File: config.mk
export PLATFORM = sky130hd
export DESIGN_NAME = lcd_spi_rx_flat
export DESIGN_NICKNAME = d
export VERILOG_FILES = /design/src/rtl/lcd_spi_pkg.sv /design/src/rtl/lcd_spi_rx_if.sv /design/src/rtl/lcd_spi_byte_rx.sv /design/src/rtl/lcd_spi_rx.sv /design/src/flat_wrapper.sv
export SDC_FILE = /design/constraint.sdc
export NUM_CORES = 1
export LEC_CHECK = 0
export CAP_MARGIN = 15
export CORE_AREA = 2 2 96 145
export CTS_BUF_LIST = sky130_fd_sc_hd__clkbuf_4
export DETAILED_ROUTE_END_ITERATION = 10
export DIE_AREA = 0 0 98 147
export PLACE_DENSITY_LB_ADDON = 0.3
export SYNTH_ARGS = -nofsm -noshare
export SYNTH_HDL_FRONTEND = slang
export SYNTH_SLANG_ARGS = --single-unit
File: constraint.sdc
create_clock -name clk -period 6.2 [get_ports clk]
set_input_delay 0.93 -clock clk [delete_from_list [all_inputs] [get_ports clk]]
set_output_delay 0.93 -clock clk [all_outputs]
set_load 0.01 [all_outputs]
File: src/rtl/lcd_spi_pkg.sv
// Shared opcodes, decoder state encoding and the power-on drawing window for the LCD SPI receiver.
// Latency: n/a (constants and types only).
// Backpressure: n/a.
package lcd_spi_pkg;

    localparam logic [7:0] CMD_CASET = 8'h2A;
    localparam logic [7:0] CMD_RASET = 8'h2B;
    localparam logic [7:0] CMD_RAMWR = 8'h2C;

    // Default window covers the full 135x240 panel.
    localparam logic [8:0] DEF_XS = 9'd0;
    localparam logic [8:0] DEF_XE = 9'd134;
    localparam logic [8:0] DEF_YS = 9'd0;
    localparam logic [8:0] DEF_YE = 9'd239;

    typedef enum logic [1:0] {
        DEC_IDLE,
        DEC_CASET,
        DEC_RASET,
        DEC_RAMWR
    } dec_state_t;

endpackage

File: src/rtl/lcd_spi_rx_if.sv
// Bundle of the receiver's SPI pins, byte read port, error flags and pixel strobe.
// Latency: n/a (wiring only).
// Backpressure: rx_valid/rx_ready on the byte port; the pixel port has none.
// Ports: spi_* raw pins in; rx_* show-ahead byte FIFO head; ovf/frag sticky flags cleared by err_clr;
//        pix_* one-cycle addressed RGB565 write. master = receiver, slave = consumer.
interface lcd_spi_rx_if #(
    parameter int FIFO_DEPTH = 16
);
    localparam int CW = $clog2(FIFO_DEPTH) + 1;

    logic          spi_sck;
    logic          spi_cs_n;
    logic          spi_dc;
    logic          spi_sda;
    logic          rx_valid;
    logic          rx_ready;
    logic          rx_dc;
    logic [7:0]    rx_byte;
    logic [CW-1:0] rx_count;
    logic          err_clr;
    logic          ovf;
    logic          frag;
    logic          pix_valid;
    logic [8:0]    pix_x;
    logic [8:0]    pix_y;
    logic [15:0]   pix_rgb;

    modport master (
        input  spi_sck, spi_cs_n, spi_dc, spi_sda, rx_ready, err_clr,
        output rx_valid, rx_dc, rx_byte, rx_count, ovf, frag,
        output pix_valid, pix_x, pix_y, pix_rgb
    );

    modport slave (
        output spi_sck, spi_cs_n, spi_dc, spi_sda, rx_ready, err_clr,
        input  rx_valid, rx_dc, rx_byte, rx_count, ovf, frag,
        input  pix_valid, pix_x, pix_y, pix_rgb
    );

endinterface

File: src/rtl/lcd_spi_byte_rx.sv
// Synchronises the SPI pins, detects SCK rising edges and assembles MSB-first bytes tagged with DC.
// Latency: byte_vld pulses SYNC_STAGES+2 clk after the 8th SCK rising edge reaches the pins.
// Backpressure: none; the strobe is a single-cycle pulse that downstream must take or drop.
// Ports: clk/rst; spi_* async pins; byte_vld/byte_dc/byte_dat assembled byte; frag_pulse on a partial byte.
module lcd_spi_byte_rx #(
    parameter int SYNC_STAGES = 2
) (
    input  logic       clk,
    input  logic       rst,
    input  logic       spi_sck,
    input  logic       spi_cs_n,
    input  logic       spi_dc,
    input  logic       spi_sda,
    output logic       byte_vld,
    output logic       byte_dc,
    output logic [7:0] byte_dat,
    output logic       frag_pulse
);
    logic [SYNC_STAGES-1:0] sck_sync, cs_sync, dc_sync, sda_sync;
    logic       sck_s, cs_s, dc_s, sda_s;
    logic       sck_d, sck_rise;
    logic       armed;
    logic       done;
    logic [2:0] bit_cnt;
    logic [7:0] shreg;

    // CS chain resets low so that a CS held low across reset never looks like a fresh
    // high->low frame start; reception only arms after CS is seen high.
    always_ff @(posedge clk) begin
        if (rst) begin
            sck_sync <= '0;
            cs_sync  <= '0;
            dc_sync  <= '0;
            sda_sync <= '0;
        end else begin
            sck_sync <= {sck_sync[SYNC_STAGES-2:0], spi_sck};
            cs_sync  <= {cs_sync[SYNC_STAGES-2:0], spi_cs_n};
            dc_sync  <= {dc_sync[SYNC_STAGES-2:0], spi_dc};
            sda_sync <= {sda_sync[SYNC_STAGES-2:0], spi_sda};
        end
    end

    assign sck_s    = sck_sync[SYNC_STAGES-1];
    assign cs_s     = cs_sync[SYNC_STAGES-1];
    assign dc_s     = dc_sync[SYNC_STAGES-1];
    assign sda_s    = sda_sync[SYNC_STAGES-1];
    assign sck_rise = sck_s & ~sck_d;

    always_ff @(posedge clk) begin
        if (rst) begin
            sck_d      <= 1'b0;
            armed      <= 1'b0;
            done       <= 1'b0;
            bit_cnt    <= 3'd0;
            shreg      <= 8'd0;
            byte_vld   <= 1'b0;
            byte_dc    <= 1'b0;
            byte_dat   <= 8'd0;
            frag_pulse <= 1'b0;
        end else begin
            sck_d      <= sck_s;
            done       <= 1'b0;
            byte_vld   <= done;
            frag_pulse <= 1'b0;
            if (cs_s) begin
                // Deselect discards any partial byte; bit_cnt clears so this pulses once.
                armed      <= 1'b1;
                bit_cnt    <= 3'd0;
                frag_pulse <= (bit_cnt != 3'd0);
            end else if (armed && sck_rise) begin
                shreg   <= {shreg[6:0], sda_s};
                bit_cnt <= bit_cnt + 3'd1;
                if (bit_cnt == 3'd7) begin
                    done     <= 1'b1;
                    byte_dat <= {shreg[6:0], sda_s};
                    byte_dc  <= dc_s;
                end
            end
        end
    end

endmodule

File: src/rtl/lcd_spi_rx.sv
// ST7789 4-line SPI receiver: byte FIFO with sticky ovf/frag flags, optional CASET/RASET/RAMWR pixel decoder.
// Latency: rx_valid rises SYNC_STAGES+3 clk after the 8th SCK edge; pix_valid registers on the same edge as the push.
// Backpressure: rx_ready pops the show-ahead head; a push into a full FIFO without a pop is dropped and sets ovf.
// Ports: clk, rst (sync, active-high), bus (lcd_spi_rx_if.master).
// Build option: define LCD_RX_PIXEL_DECODE_EN to include the decoder; otherwise pix_* are tied to 0.
module lcd_spi_rx
    import lcd_spi_pkg::*;
#(
    parameter int FIFO_DEPTH  = 16,
    parameter int SYNC_STAGES = 2
) (
    input  logic          clk,
    input  logic          rst,
    lcd_spi_rx_if.master  bus
);
    localparam int AW = $clog2(FIFO_DEPTH);

    logic          byte_vld, byte_dc, frag_pulse;
    logic [7:0]    byte_dat;
    logic [8:0]    mem [FIFO_DEPTH];
    logic [AW-1:0] wr_ptr, rd_ptr;
    logic [AW:0]   count;
    logic          full, pop, push_ok, drop;

    lcd_spi_byte_rx #(.SYNC_STAGES(SYNC_STAGES)) u_byte_rx (
        .clk        (clk),
        .rst        (rst),
        .spi_sck    (bus.spi_sck),
        .spi_cs_n   (bus.spi_cs_n),
        .spi_dc     (bus.spi_dc),
        .spi_sda    (bus.spi_sda),
        .byte_vld   (byte_vld),
        .byte_dc    (byte_dc),
        .byte_dat   (byte_dat),
        .frag_pulse (frag_pulse)
    );

    // A pop in the same cycle frees the slot, so a full FIFO still accepts the push.
    assign full    = (count == (AW+1)'(FIFO_DEPTH));
    assign pop     = bus.rx_valid & bus.rx_ready;
    assign push_ok = byte_vld & (~full | pop);
    assign drop    = byte_vld & full & ~pop;

    always_ff @(posedge clk) begin
        if (push_ok) mem[wr_ptr] <= {byte_dc, byte_dat};
    end

    always_ff @(posedge clk) begin
        if (rst) begin
            wr_ptr   <= '0;
            rd_ptr   <= '0;
            count    <= '0;
            bus.ovf  <= 1'b0;
            bus.frag <= 1'b0;
        end else begin
            if (push_ok) wr_ptr <= wr_ptr + 1'b1;
            if (pop)     rd_ptr <= rd_ptr + 1'b1;
            if (push_ok && !pop)      count <= count + 1'b1;
            else if (!push_ok && pop) count <= count - 1'b1;
            // New errors take priority over a concurrent clear.
            bus.ovf  <= drop       | (bus.ovf  & ~bus.err_clr);
            bus.frag <= frag_pulse | (bus.frag & ~bus.err_clr);
        end
    end

    assign bus.rx_valid = (count != '0);
    assign bus.rx_count = count;
    assign bus.rx_dc    = bus.rx_valid & mem[rd_ptr][8];
    assign bus.rx_byte  = bus.rx_valid ? mem[rd_ptr][7:0] : 8'd0;

`ifdef LCD_RX_PIXEL_DECODE_EN
    dec_state_t  state, state_n;
    logic [8:0]  xs, xe, ys, ye, x, y, xs_n, xe_n, ys_n, ye_n, x_n, y_n;
    logic [2:0]  pidx, pidx_n;
    logic [23:0] pbuf, pbuf_n;
    logic [7:0]  hi, hi_n;
    logic        have_hi, have_hi_n;
    logic        pv, pv_n;
    logic [8:0]  px, py, px_n, py_n;
    logic [15:0] prgb, prgb_n;

    always_ff @(posedge clk) begin
        if (rst) begin
            state <= DEC_IDLE;
            xs <= DEF_XS; xe <= DEF_XE; ys <= DEF_YS; ye <= DEF_YE;
            x <= 9'd0; y <= 9'd0; pidx <= 3'd0; pbuf <= 24'd0;
            hi <= 8'd0; have_hi <= 1'b0;
            pv <= 1'b0; px <= 9'd0; py <= 9'd0; prgb <= 16'd0;
        end else begin
            state <= state_n;
            xs <= xs_n; xe <= xe_n; ys <= ys_n; ye <= ye_n;
            x <= x_n; y <= y_n; pidx <= pidx_n; pbuf <= pbuf_n;
            hi <= hi_n; have_hi <= have_hi_n;
            pv <= pv_n; px <= px_n; py <= py_n; prgb <= prgb_n;
        end
    end

    // Decodes every pushed byte, including ones the FIFO drops, so the pixel stream
    // does not depend on the consumer keeping up.
    always_comb begin
        state_n = state;
        xs_n = xs; xe_n = xe; ys_n = ys; ye_n = ye;
        x_n = x; y_n = y; pidx_n = pidx; pbuf_n = pbuf;
        hi_n = hi; have_hi_n = have_hi;
        pv_n = 1'b0; px_n = px; py_n = py; prgb_n = prgb;
        if (byte_vld) begin
            if (!byte_dc) begin
                pidx_n    = 3'd0;
                have_hi_n = 1'b0;
                case (byte_dat)
                    CMD_CASET: state_n = DEC_CASET;
                    CMD_RASET: state_n = DEC_RASET;
                    CMD_RAMWR: begin
                        state_n = DEC_RAMWR;
                        x_n     = xs;
                        y_n     = ys;
                    end
                    default:   state_n = DEC_IDLE;
                endcase
            end else begin
                case (state)
                    DEC_CASET, DEC_RASET: begin
                        // pidx saturates at 4 so trailing parameters are ignored.
                        if (pidx != 3'd4) begin
                            pidx_n = pidx + 3'd1;
                            pbuf_n = {pbuf[15:0], byte_dat};
                            if (pidx == 3'd3) begin
                                if (state == DEC_CASET) begin
                                    xs_n = {pbuf[16], pbuf[15:8]};
                                    xe_n = {pbuf[0], byte_dat};
                                end else begin
                                    ys_n = {pbuf[16], pbuf[15:8]};
                                    ye_n = {pbuf[0], byte_dat};
                                end
                            end
                        end
                    end
                    DEC_RAMWR: begin
                        if (!have_hi) begin
                            hi_n      = byte_dat;
                            have_hi_n = 1'b1;
                        end else begin
                            have_hi_n = 1'b0;
                            pv_n      = 1'b1;
                            px_n      = x;
                            py_n      = y;
                            prgb_n    = {hi, byte_dat};
                            if (x == xe) begin
                                x_n = xs;
                                y_n = (y == ye) ? ys : y + 9'd1;
                            end else begin
                                x_n = x + 9'd1;
                            end
                        end
                    end
                    default: ;
                endcase
            end
        end
    end

    assign bus.pix_valid = pv;
    assign bus.pix_x     = px;
    assign bus.pix_y     = py;
    assign bus.pix_rgb   = prgb;
`else
    assign bus.pix_valid = 1'b0;
    assign bus.pix_x     = 9'd0;
    assign bus.pix_y     = 9'd0;
    assign bus.pix_rgb   = 16'd0;
`endif

endmodule

File: src/flat_wrapper.sv
// flat-port wrapper written by rule: the top's interface ports become plain ports
module lcd_spi_rx_flat import lcd_spi_pkg::*;
#(
    parameter int FIFO_DEPTH  = 16,
    parameter int SYNC_STAGES = 2
)
  (clk, rst, bus_spi_sck, bus_spi_cs_n, bus_spi_dc, bus_spi_sda, bus_rx_ready, bus_err_clr, bus_rx_valid, bus_rx_dc, bus_rx_byte, bus_rx_count, bus_ovf, bus_frag, bus_pix_valid, bus_pix_x, bus_pix_y, bus_pix_rgb);
  lcd_spi_rx_if #(.FIFO_DEPTH(FIFO_DEPTH)) bus_i ();
  input  logic clk;
  input  logic rst;
  input wire logic [$bits(bus_i.spi_sck)-1:0] bus_spi_sck;
  input wire logic [$bits(bus_i.spi_cs_n)-1:0] bus_spi_cs_n;
  input wire logic [$bits(bus_i.spi_dc)-1:0] bus_spi_dc;
  input wire logic [$bits(bus_i.spi_sda)-1:0] bus_spi_sda;
  input wire logic [$bits(bus_i.rx_ready)-1:0] bus_rx_ready;
  input wire logic [$bits(bus_i.err_clr)-1:0] bus_err_clr;
  output wire logic [$bits(bus_i.rx_valid)-1:0] bus_rx_valid;
  output wire logic [$bits(bus_i.rx_dc)-1:0] bus_rx_dc;
  output wire logic [$bits(bus_i.rx_byte)-1:0] bus_rx_byte;
  output wire logic [$bits(bus_i.rx_count)-1:0] bus_rx_count;
  output wire logic [$bits(bus_i.ovf)-1:0] bus_ovf;
  output wire logic [$bits(bus_i.frag)-1:0] bus_frag;
  output wire logic [$bits(bus_i.pix_valid)-1:0] bus_pix_valid;
  output wire logic [$bits(bus_i.pix_x)-1:0] bus_pix_x;
  output wire logic [$bits(bus_i.pix_y)-1:0] bus_pix_y;
  output wire logic [$bits(bus_i.pix_rgb)-1:0] bus_pix_rgb;
  assign bus_i.spi_sck = bus_spi_sck;
  assign bus_i.spi_cs_n = bus_spi_cs_n;
  assign bus_i.spi_dc = bus_spi_dc;
  assign bus_i.spi_sda = bus_spi_sda;
  assign bus_i.rx_ready = bus_rx_ready;
  assign bus_i.err_clr = bus_err_clr;
  assign bus_rx_valid = bus_i.rx_valid;
  assign bus_rx_dc = bus_i.rx_dc;
  assign bus_rx_byte = bus_i.rx_byte;
  assign bus_rx_count = bus_i.rx_count;
  assign bus_ovf = bus_i.ovf;
  assign bus_frag = bus_i.frag;
  assign bus_pix_valid = bus_i.pix_valid;
  assign bus_pix_x = bus_i.pix_x;
  assign bus_pix_y = bus_i.pix_y;
  assign bus_pix_rgb = bus_i.pix_rgb;
  lcd_spi_rx #(.FIFO_DEPTH(FIFO_DEPTH), .SYNC_STAGES(SYNC_STAGES)) u_core (.clk(clk), .rst(rst), .bus(bus_i));
endmodule
======== After elaboration in Yosys (flattened, before gate mapping) ========
Memories as Yosys holds them, arrays and structs flattened. A register that Yosys moved wholly into a read port is not among the register bits.
Cells that the tools add are included.
storage, ports and cells
  RAM bits ................................ 144
  word-level logic and storage cells ...... 64
  output and inout bits ................... 52
  memories kept ........................... 1
  register bits ........................... 47
  input bits .............................. 8
cells by class
  reductions and logical operators ........ 13
  multiplexer cells ....................... 8
  add/sub/neg operators ................... 5
  eq/ne operators ......................... 2
  bitwise operators ....................... 17
memory list
  memory      depth  width  rd ports  clocked after memory_dff  write ports  RTL line          text
  u_core.mem  16     9      1         1                         1            lcd_spi_rx.sv:20  logic [8:0] mem [FIFO_DEPTH];
operators with widths
  kind                                                                 number
  5-bit 2-to-1 mux                                                     2
  4-bit by 1-bit adder with 4-bit output (second input constant)       2
  1-bit AND                                                            8
  4-bit 2-to-1 mux                                                     2
  8-bit 2-to-1 mux                                                     1
  1-bit inverter                                                       6
  5-bit by 1-bit adder with 5-bit output (second input constant)       1
  5-bit == test (second input constant)                                1
  5-bit nonzero test                                                   1
  5-bit by 1-bit subtractor with 5-bit output (second input constant)  1
  2-bit OR reduction                                                   2
  3-bit by 1-bit adder with 3-bit output (second input constant)       1
  3-bit == test (second input constant)                                1
  1-bit logical AND                                                    3
  1-bit 2-to-1 mux                                                     3
  1-bit bitwise OR                                                     3
  3-bit AND reduction                                                  1
  3-bit nonzero test                                                   1
  3-bit OR reduction                                                   1
  1-bit zero test                                                      2
  2-bit AND reduction                                                  1
  2-bit nonzero test                                                   1

======== Depth between registers and ports, before layout ========
  word-level depth ........................ 8
  gate-level depth with buffers ........... 11
  gate-level depth less buffers ........... 10

======== Modules after synthesis ========
From an unflattened synthesis, not the netlist that was laid out.
second synthesis, totals
  cell total of the unflattened synthesis .. 492
  area total of the unflattened synthesis .. 7976.4 um2
by module, submodules not included
  module           times used  area an instance (um2)  cells each  sequential area each (um2)
  lcd_spi_rx       1           6786.5                  384         4704.5
  lcd_spi_byte_rx  1           1189.9                  108         640.6

======== Least setup slack after synthesis ========
OpenSTA, ideal clock, no wires.
  path kind ............................... input port to flip-flop
  from .................................... in bus_rx_ready
  to ...................................... reg u_core.count[4], in the netlist u_core.bus.rx_count[4]
  library setup time ...................... 121 ps
  buffers on the path ..................... 0
  cell stages on the path ................. 10
  arrival time ............................ 2731 ps
  setup slack ............................. 3348 ps
  required time ........................... 6079 ps
  path through ............................ nand2b_1 o21ai_4 inv_2 ha_1 inv_1 ha_1 a21oi_1 a211oi_1 a31oi_1 mux2_2
between the ends
  longest elaborated chain between the ends .. 6
  elaborated cells on any way between the ends .. 9
  those cells by class .................... mux: 1; bitwise: 3; reduce/logical: 5
ends and longest elaborated chain
  what                          RTL line            text
  from (decl)                   flat_wrapper.sv:15  input wire logic [$bits(bus_i.rx_ready)-1:0] bus_rx_ready;
  1-bit AND (*)                 lcd_spi_rx.sv:40    assign pop = bus.rx_valid & bus.rx_ready;
  1-bit bitwise OR (*)          lcd_spi_rx.sv:41    assign push_ok = byte_vld & (~full | pop);
  1-bit AND (*)                 lcd_spi_rx.sv:41
  named net u_core.push_ok      lcd_spi_rx.sv:23    logic full, pop, push_ok, drop;
  1-bit zero test               lcd_spi_rx.sv:59    else if (!push_ok && pop) count <= count - 1'b1;
  1-bit logical AND             lcd_spi_rx.sv:59
  2-bit nonzero test (no line)  n/a
  to (signal assigned)          lcd_spi_rx.sv:58    if (push_ok && !pop) count <= count + 1'b1;
  to (signal assigned)          lcd_spi_rx.sv:59
  to (decl)                     lcd_spi_rx.sv:22    logic [AW:0] count;
The timed path passes the listed nets; every way through them passes the cells marked *.
A chain may end at the register's enable or synchronous reset.

==> run summary <==
status: finished clean
total track usage: 0.198
Util after Layout: 0.639
Crit Path Class: reg -> out
gr busiest metal: met2
max_cap viols: 0
maximum clock path buffer count: 2
CTS Hold Bufs: 0
worst vdd ir: 0.246 mV
Post-Syn Instances: 488
met3 GRT Util: 0.0433
initial antenna violation count: 1
RSZ-0062 raised after global routing: false
Yosys cell types: 42
Slew Viols, Final: 0
Reg2Reg Depth: 10
Area contributors post-synth: edfxtp_1, dfxtp_1, mux4_2, buf_4, mux2i_1
total detailed-routing wirelength: 13.5 mm
CTS root buf: clkbuf_4
worst slack, placed: 2.39 ns
Core Area: 13200 um^2
CTS tree: yes
final worst-path cycle share: 0.665
met1 Use GR: 0.238
Non-Filler Instances: 686
Commonest cells post-synth: edfxtp_1, dfxtp_1, buf_4, mux4_2, nor2_1
Pleak: 2.83 nW
clk_skew: 0.0242 ns
CTS clk-pin slew, worst paths: 0.15 ns
worst slew pin tran: 1.00 ns
multi-input logic area: 2260 um^2
Total Power: 2.88 mW
H-tree depth: 4
ys flop type: edfxtp_1
design area: 8440 um^2
via count: 3941
DRC violations left: 0
HP Start: u_core.u_byte_rx.sda_sync[0]$_SDFF_PP0_
IO buf count: 24
Post-Place Cells: 652
worst path arrival time: 3.19 ns
placed instance area: 8110 um^2
nets: 531
post-layout min period: 4.12 ns
Initial DRC Count: 277
Overflow after GRT: 0
reg-to-reg startpoint: u_core.bus.rx_count[0]$_SDFFE_PP0P_
drt pass-1 iters: 4
Final Wtd Congestion: 0.777
Starting Density: 0.597
Sink Count: 195
r2r setup slk: 3.13 ns
total CTS buffers: 17
Routed Antenna Nets: 0
DIE HEIGHT: 147 um
top-count cell post-synth: edfxtp_1
Worst-Skew Late Latency: 0.56 ns
area grow syn2layout: 7.08%
CP endpoint kind: output pin
met2 Usage GRT: 0.349
largest net degree at the start of global routing: 37
Req. time, crit path: 5.27 ns
setup TNS: 0 ns
Hold Crit Depth: 1
max_slew headroom: 0.332
share of cells above drive strength 1: 0.151
drt via density: 5.74
Die ar.: 14400 um^2
post-CTS setup buffers: 0
pwr dens: 341 nW/um^2
Hold Crit Class: reg -> reg
FP Rows: 52
number of synthesized register bits: 195
worst reg2reg endpoint: u_core.bus.rx_count[4]$_SDFFE_PP0P_
Synth top area share: 0.549
Sequential cell area: 5350 um^2
Final Worst Setup Slack: 2.08 ns
Syn Area/Cell: 16.2 um^2
Yosys warnings: 0
final hold viol count: 0
f_max: 243 MHz
fillers: 968
Syn Std Cell Area: 7880 um^2
die extent in x: 98 um
Post-CTS Resized: 0
sequential element share of the synthesized area: 0.678
leading area contributor after synthesis: edfxtp_1
Setup-failing EPs final: 0
HPWL Detailed: 8.89 mm
Hold EP: u_core.u_byte_rx.sda_sync[1]$_SDFF_PP0_
Post-synth EDFFs: 144
vias in the first global route: 3878
ys async rst share: 0
Min Hold Slack: 0.454 ns
I/O pins: 60
per-cell routed wire length: 19.7 um
startpoint types: flop
crit-path max FO: 36
first-pass GRT wire length: 21.3 mm
## placed cells by master (no fill, tap or decap), types with 3 or more instances in the layout
| cell | count |
|---|---|
| a211oi_1 | 19 |
| a21oi_1 | 13 |
| and2_1 | 8 |
| and3_1 | 6 |
| and4_1 | 4 |
| buf_4 | 3 |
| clkbuf_4 | 17 |
| clkdlybuf4s50_1 | 24 |
| conb_1 | 35 |
| dfxtp_1 | 49 |
| edfxtp_1 | 144 |
| ha_1 | 12 |
| inv_1 | 7 |
| inv_6 | 4 |
| inv_8 | 7 |
| mux2i_1 | 21 |
| mux4_2 | 36 |
| nand2_1 | 11 |
| nand3_1 | 10 |
| nor2_1 | 30 |
| nor2b_1 | 21 |
| nor3_1 | 4 |
| o211ai_1 | 4 |
| xnor2_1 | 3 |
| xor2_1 | 6 |
## worst max-delay path, cell delays in order, from the launching register on
cell             delay, ns
dfxtp_2               1.00
mux4_2                0.61
mux2i_1               0.29
a211oi_1              0.16
clkdlybuf4s50_1       0.53
## how the worst max path moves through the flow
stage                                                     end  slack (ns)    startpoint  cells past startpoint
final                                          bus_rx_byte[4]        2.08          flop                      4
after floorplan           u_core.bus.rx_count[4]$_SDFFE_PP0P_        3.35  bus_rx_ready                     10
after global routing                           bus_rx_byte[4]        1.80          flop                      4
after global placement                         bus_rx_byte[1]        2.42          flop                      5
after detailed placement                       bus_rx_byte[1]        2.39          flop                      5
after CTS                                           bus_rx_dc        1.74          flop                      5
## power breakdown
group,switching (mW),internal [mW]
combinational,0.308,0.364
clock,0.446,0.262
sequential,0.0887,1.41
total,0.842,2.04
## flip-flops by register name (all words and copies together), names as in the netlist, 2 cells and up, named ones only
signal and cells:
u_core.u_byte_rx.bit_cnt 3, u_core.rd_ptr 4, u_core.u_byte_rx.byte_dat 8, u_core.bus.rx_count 5, u_core.u_byte_rx.cs_sync 2, u_core.mem 144
u_core.u_byte_rx.dc_sync 2, u_core.u_byte_rx.shreg 7, u_core.u_byte_rx.sda_sync 2, u_core.u_byte_rx.sck_sync 2, u_core.wr_ptr 4
## routing by layer
metal / share of wire / wire [um]
met1: 0.38 / 5150
met2: 0.54 / 7320
met3: 0.049 / 664
met4: 0.027 / 362
met5: 0 / 0
## final cells by class
cell class	count	area share
flip-flops and latches	195	0.634
multi-input cells	260	0.268
repair buffers	28	0.0335
well taps	162	0.0240
clock inverters	15	0.0216
clock buffers	17	0.0151
inverters	8	0.00356
diodes	1	0.000296
## kinds of logic after synthesis
group                      after synthesis  share of synthesized area
xor gates and xnor gates                 9                     0.0100
other                                    1                   0.000476
buffers and inverters                   67                     0.0527
and+or+nand+nor                        104                     0.0702
adders and majority gates               13                     0.0216
muxes                                   58                      0.131
AOI/OAI and AO/OA                       41                     0.0360
DFF                                    195                      0.678
No activity file was read; power rests on OpenSTA's default activity.
